`config.mk`:
```
export PLATFORM = sky130hd
export DESIGN_NAME = reservation_station
export DESIGN_NICKNAME = d
export VERILOG_FILES = /design/src/rtl/reservation_station.sv
export SDC_FILE = /design/constraint.sdc
export NUM_CORES = 2
export LEC_CHECK = 0
export CAP_MARGIN = 20
export CORE_MARGIN = 2
export CORE_UTILIZATION = 43
export CTS_CLUSTER_DIAMETER = 50
export DETAILED_ROUTE_END_ITERATION = 10
export HOLD_SLACK_MARGIN = 0.1
export PLACE_DENSITY = 0.63
export SYNTH_ARGS = -nofsm -noshare
export SYNTH_HDL_FRONTEND = slang
export SYNTH_SLANG_ARGS = --single-unit
```
`constraint.sdc`:
```
create_clock -name clk -period 50.7 [get_ports clk]
set_input_delay 15.21 -clock clk [delete_from_list [all_inputs] [get_ports clk]]
set_output_delay 15.21 -clock clk [all_outputs]
set_load 0.03 [all_outputs]
```
`src/rtl/reservation_station.sv`:
```
// Eight-entry reservation station: dispatch capture, dual-CDB wakeup and
// in-order-by-index issue of the lowest ready entry to the execution unit.
module reservation_station (
    input  logic        clk,
    input  logic        rst,
    input  logic        dsp_valid,
    input  logic [5:0]  dsp_opnum,
    input  logic [31:0] dsp_imm,
    input  logic [31:0] dsp_pc,
    input  logic [3:0]  dsp_rob_tag,
    input  logic [31:0] dsp_V1,
    input  logic [31:0] dsp_V2,
    input  logic [3:0]  dsp_Q1,
    input  logic [3:0]  dsp_Q2,
    input  logic        dsp_Q1_rdy,
    input  logic        dsp_Q2_rdy,
    input  logic        alu_cdb_valid,
    input  logic [3:0]  alu_cdb_tag,
    input  logic [31:0] alu_cdb_data,
    input  logic        lsb_cdb_valid,
    input  logic [3:0]  lsb_cdb_tag,
    input  logic [31:0] lsb_cdb_data,
    input  logic        rollback_sign,
    output logic        full_sign,
    output logic        ex_valid,
    output logic [5:0]  opnum_to_ex,
    output logic [31:0] V1_to_ex,
    output logic [31:0] V2_to_ex,
    output logic [31:0] imm_to_ex,
    output logic [31:0] pc_to_ex,
    output logic [3:0]  rob_tag_to_ex
);

    localparam int unsigned NENT = 8;
    localparam int unsigned IDXW = 3;
    localparam int unsigned CNTW = 4;
    localparam int unsigned TAGW = 4;
    localparam int unsigned DW   = 32;
    localparam int unsigned OPW  = 6;

    typedef struct packed {
        logic            busy;
        logic [OPW-1:0]  opnum;
        logic [DW-1:0]   v1;
        logic [TAGW-1:0] q1;
        logic            q1_rdy;
        logic [DW-1:0]   v2;
        logic [TAGW-1:0] q2;
        logic            q2_rdy;
        logic [DW-1:0]   imm;
        logic [DW-1:0]   pc;
        logic [TAGW-1:0] rob_tag;
    } ent_t;

    ent_t r_ent [NENT];
    ent_t w_ent_nxt [NENT];
    ent_t w_sel;

    logic            w_free_vld;
    logic [IDXW-1:0] w_free_idx;
    logic            w_rdy_vld;
    logic [IDXW-1:0] w_rdy_idx;
    logic [CNTW-1:0] w_busy_cnt;

    logic            r_ex_valid;
    logic [OPW-1:0]  r_opnum;
    logic [DW-1:0]   r_v1;
    logic [DW-1:0]   r_v2;
    logic [DW-1:0]   r_imm;
    logic [DW-1:0]   r_pc;
    logic [TAGW-1:0] r_rob_tag;

    // Returns {ready, value} after snooping both result broadcasts.
    function automatic logic [DW:0] fwd(input logic rdy, input logic [TAGW-1:0] q,
                                        input logic [DW-1:0] v);
        if (!rdy && alu_cdb_valid && (q == alu_cdb_tag))
            fwd = {1'b1, alu_cdb_data};
        else if (!rdy && lsb_cdb_valid && (q == lsb_cdb_tag))
            fwd = {1'b1, lsb_cdb_data};
        else
            fwd = {rdy, v};
    endfunction

    // Lowest free entry, lowest ready entry and occupancy, all from stored state.
    always_comb begin
        w_free_vld = 1'b0;
        w_free_idx = '0;
        w_rdy_vld  = 1'b0;
        w_rdy_idx  = '0;
        w_busy_cnt = '0;
        for (int i = int'(NENT) - 1; i >= 0; i--) begin
            if (!r_ent[i].busy) begin
                w_free_vld = 1'b1;
                w_free_idx = IDXW'(i);
            end
            if (r_ent[i].busy && r_ent[i].q1_rdy && r_ent[i].q2_rdy) begin
                w_rdy_vld = 1'b1;
                w_rdy_idx = IDXW'(i);
            end
            w_busy_cnt = w_busy_cnt + CNTW'(r_ent[i].busy);
        end
    end

    assign w_sel = r_ent[w_rdy_idx];

    always_comb begin
        w_ent_nxt = r_ent;
        for (int i = 0; i < int'(NENT); i++) begin
            if (r_ent[i].busy) begin
                {w_ent_nxt[i].q1_rdy, w_ent_nxt[i].v1} = fwd(r_ent[i].q1_rdy, r_ent[i].q1, r_ent[i].v1);
                {w_ent_nxt[i].q2_rdy, w_ent_nxt[i].v2} = fwd(r_ent[i].q2_rdy, r_ent[i].q2, r_ent[i].v2);
            end
        end
        if (w_rdy_vld)
            w_ent_nxt[w_rdy_idx].busy = 1'b0;
        if (dsp_valid && w_free_vld) begin
            w_ent_nxt[w_free_idx].busy    = 1'b1;
            w_ent_nxt[w_free_idx].opnum   = dsp_opnum;
            w_ent_nxt[w_free_idx].q1      = dsp_Q1;
            w_ent_nxt[w_free_idx].q2      = dsp_Q2;
            w_ent_nxt[w_free_idx].imm     = dsp_imm;
            w_ent_nxt[w_free_idx].pc      = dsp_pc;
            w_ent_nxt[w_free_idx].rob_tag = dsp_rob_tag;
            {w_ent_nxt[w_free_idx].q1_rdy, w_ent_nxt[w_free_idx].v1} = fwd(dsp_Q1_rdy, dsp_Q1, dsp_V1);
            {w_ent_nxt[w_free_idx].q2_rdy, w_ent_nxt[w_free_idx].v2} = fwd(dsp_Q2_rdy, dsp_Q2, dsp_V2);
        end
        if (rollback_sign) begin
            for (int i = 0; i < int'(NENT); i++)
                w_ent_nxt[i].busy = 1'b0;
        end
    end

    always_ff @(posedge clk or posedge rst) begin
        if (rst) begin
            for (int i = 0; i < int'(NENT); i++)
                r_ent[i] <= '0;
            r_ex_valid <= 1'b0;
            r_opnum    <= '0;
            r_v1       <= '0;
            r_v2       <= '0;
            r_imm      <= '0;
            r_pc       <= '0;
            r_rob_tag  <= '0;
        end else begin
            for (int i = 0; i < int'(NENT); i++)
                r_ent[i] <= w_ent_nxt[i];
            if (rollback_sign) begin
                r_ex_valid <= 1'b0;
            end else if (w_rdy_vld) begin
                r_ex_valid <= 1'b1;
                r_opnum    <= w_sel.opnum;
                r_v1       <= w_sel.v1;
                r_v2       <= w_sel.v2;
                r_imm      <= w_sel.imm;
                r_pc       <= w_sel.pc;
                r_rob_tag  <= w_sel.rob_tag;
            end else begin
                r_ex_valid <= 1'b0;
            end
        end
    end

    // Stall one entry early so the dispatcher's registered decision never overflows.
    assign full_sign     = (w_busy_cnt >= CNTW'(7));
    assign ex_valid      = r_ex_valid;
    assign opnum_to_ex   = r_opnum;
    assign V1_to_ex      = r_v1;
    assign V2_to_ex      = r_v2;
    assign imm_to_ex     = r_imm;
    assign pc_to_ex      = r_pc;
    assign rob_tag_to_ex = r_rob_tag;

endmodule

```
==> results.yml <==
hold_path:
  whs_endpoint: "r_ent[67]$_DFFE_PP0P_"
  hold_path.class: "reg -> reg"
  min_path_cells: 2
  worstHoldStart: "r_ent[67]$_DFFE_PP0P_"
floorplan:
  start_util_pct: 43.1
  io_pins: 366
  fp.dieH_um: 418
  coreArea_sq_um: 171000
  rows: 152
  die_x_um: 418
  floorplan.die_area_sq_um: 175000
clock_network:
  cts_hold_buf: 0
  clock_latency_ns: 0.84
  numCtsBuffers: 167
  cts_root_buf: "clkbuf_16"
  cts_tree: "yes"
  ctsResizeCount: 0
  h-tree-depth: 4
  post-cts-setup-buffers: 0
  cts_max_path_buffers: 3
  cts_sinks: 1331
  clkTransAtPathRegs_ns: 0.06
routing:
  avgViaCountPerCell: 6.83
  dr.pass1.iters: 7
  num_vias: 67100
  wl_per_cell_um: 32.0
  wl_um: 314000
  ant_nets: 0
  drt-initial-drc-count: 9542
  drcViolationCount: 0
sta:
  fin_crit_sh_pct: 40.1
  final_max_slew_viol_count: 0
  rsz0062_at_grt: "no"
  worstMarginPinSlew_ns: 1.28
  maxSlewHeadroom_pct: 14.6
  setup_violations: 0
  finClkSkew_ns: 0.0457
  fin_setup_tns_ns: 0
  finalHoldViolations: 0
  min_period_ns: 20.31
  fmax_mhz: 49.2
critical_path:
  rrSetupSlack_ns: 44.76
  reg2reg_to: "pc_to_ex[20]$_DFFE_PP0P_"
  path_max_fanout: 28
  cp.arrival_ns: 5.10
  critical_path_required_ns: 35.49
  r2r_cells: 9
  startpoint_type: "register"
  r2r_start: "r_ent[595]$_DFF_PP0_"
  crit_path_end_kind: "output port"
  critPathKind: "reg -> out"
pwr:
  finalPower_mw: 3.33
  p_leak_nw: 36.8
  pwr_density_cell_nw_per_um2: 39.3
  vdd_drop_max_mv: 0.0343
synthesis:
  syn_inst: 7555
  syn-cell-area_sq_um: 73800
  synth_fp_nets: 7790
  syn_avg_cell_area_sq_um: 9.77
  ys_ff_latch: 1331
  ys_seq_area_share_pct: 45.1
  synth_edf_count: 0
  synthArstFlopShare_pct: 100
  synthDistinctLibCells: 71
  synth_ff_type: "dfrtp_1"
  yosysWarnings: 0
final_layout:
  regArea_sq_um: 33300
  finish.net_count: 7679
  final_cell_mix: "1324 x dfrtp_1, 727 x nand2_1, 713 x o21ai_0"
  multi_input_area_sq_um: 37400
  drive_gt1_share_pct: 15.8
  synthToLayoutAreaGrowth_pct: 14.8
  final_common_cell: "dfrtp_1"
  fill_cells: 15500
global_route:
  grt_pass1_wl_um: 456000
  grt_pass1_vias: 65400
  antenna_found_initial: 29
  overflow: 0
  grt_max_degree: 177
  track_usage_pct: 35.0
placement:
  gp_congestion: 0.964
  numPortBuffers: 365
  dp_hpwl_um: 174000
flow_run:
  drv_cap: 0
run_status:
  status: "complete, no violations"
where the power goes:
part / leakage (nW) / internal, mW / total, mW / switching [mW]
clock: 2.75 / 0.722 / 1.23 / 0.512
sequential: 17.2 / 1.24 / 1.38 / 0.139
combinational: 16.8 / 0.292 / 0.723 / 0.431
registers in the layout (all words and copies together) (netlist names):
register	cells
r_ent	1192
V1_to_ex	32
V2_to_ex	32
imm_to_ex	32
pc_to_ex	32
opnum_to_ex	6
rob_tag_to_ex	4
ex_valid	1
per-layer routing:
metal / track usage (%) / vias to the layer above / part of all wire, %
li1: - / 27500 / -
met1: 45.2 / 33500 / 38
met2: 52.0 / 4875 / 43
met3: 11.4 / 1147 / 13
met4: 18.4 / 28 / 6.0
met5: 0 / - / 0.062
synth_stat cells, drive strengths merged, types with 5 or more instances:
library cell | count | share of area [%]
a22o | 32 | 0.38
o32a | 64 | 0.87
o2111a | 30 | 0.46
buf | 167 | 1.1
o2bb2ai | 14 | 0.17
xnor2 | 50 | 0.59
or2 | 64 | 0.54
a22oi | 223 | 2.3
nand4 | 20 | 0.18
and2 | 65 | 0.55
mux2i | 384 | 6.2
a222oi | 22 | 0.30
nand3b | 62 | 0.63
clkbuf | 683 | 3.5
a21oi | 124 | 0.86
dfrtp | 1331 | 45
o211ai | 91 | 0.93
and3 | 222 | 1.9
a21o | 67 | 0.68
ha | 5 | 0.085
nor3b | 259 | 2.6
a221o | 14 | 0.19
nand3 | 22 | 0.15
o221ai | 41 | 0.49
a211oi | 60 | 0.64
a21boi | 38 | 0.39
nand4b | 7 | 0.083
o21ai | 720 | 4.9
mux2 | 520 | 8.1
o21a | 260 | 2.6
nor3 | 76 | 0.52
o32ai | 14 | 0.17
a221oi | 76 | 0.90
o22ai | 491 | 4.2
or4 | 7 | 0.071
nor2b | 5 | 0.042
nand2 | 732 | 3.7
xor2 | 29 | 0.34
nor2 | 374 | 1.9
o221a | 5 | 0.076
inv | 58 | 0.29
worst max-delay path by stage:
stage                          from                       to  slack (ns)  cells after the start
6_report       r_ent[148]$_DFF_PP0_                full_sign       30.39                     10
4_1_cts        r_ent[148]$_DFF_PP0_                full_sign       30.41                     10
3_3_place_gp                    rst    r_ent[1157]$_DFF_PP0_       30.89                      7
5_1_grt        r_ent[148]$_DFF_PP0_                full_sign       30.27                     10
2_1_floorplan                   rst  V1_to_ex[0]$_DFFE_PP0P_       17.08                      1
3_5_place_dp                    rst    r_ent[1157]$_DFF_PP0_       30.82                      7
cells by family (layout without fill, tap and decap cells):
kind of cell | count (synthesis) | count (layout) | share of synthesized area [%]
AOI/OAI and AO/OA | 2397 | 2397 | 21.6
and+or+nand+nor | 1926 | 1926 | 13.0
DFF | 1331 | 1331 | 45.1
buffers and inverters | 909 | 923 | 4.90
muxes | 904 | 904 | 14.3
xor gates and xnor gates | 79 | 79 | 0.937
adders and majority gates | 9 | 9 | 0.193
other | 0 | 13 | 0
through the flow:
| step | util (%) | setup WS, ns | instances | hold WS, ns | area [sq um] |
|---|---|---|---|---|---|
| finish | 49.5 | 30.39 | 9815 | 0.468 | 84800 |
| CTS | 49.5 | 30.41 | 9800 | 0.470 | 84700 |
| global placement | 46.1 | 30.89 | 9505 | 0.450 | 79000 |
| detailed placement | 46.2 | 30.82 | 9506 | 0.455 | 79000 |
| floorplan | - | 17.08 | 7555 | 0.437 | 73800 |
| global route | 49.5 | 30.27 | 9808 | 0.487 | 84800 |
critical path, stage by stage (launching register included):
cell and delay [ns]:
dfrtp_2 0.80, fa_1 0.51, inv_1 0.07, fa_1 0.42, fa_1 0.49, inv_1 0.05, ha_1 0.21, fa_1 0.44
xor2_1 0.16, a32o_1 0.18, clkdlybuf4s50_1 0.92
layout make-up:
cell class | count | share of cell area, %
timing repair buffer | 570 | 6.31
inverter | 59 | 0.275
clock inverter | 62 | 1.06
multi-input combinational | 5315 | 44.1
antenna | 13 | 0.0384
sequential | 1331 | 39.3
clock buffer | 232 | 5.64
tap | 2233 | 3.30
(Power assumes the default switching activity.)
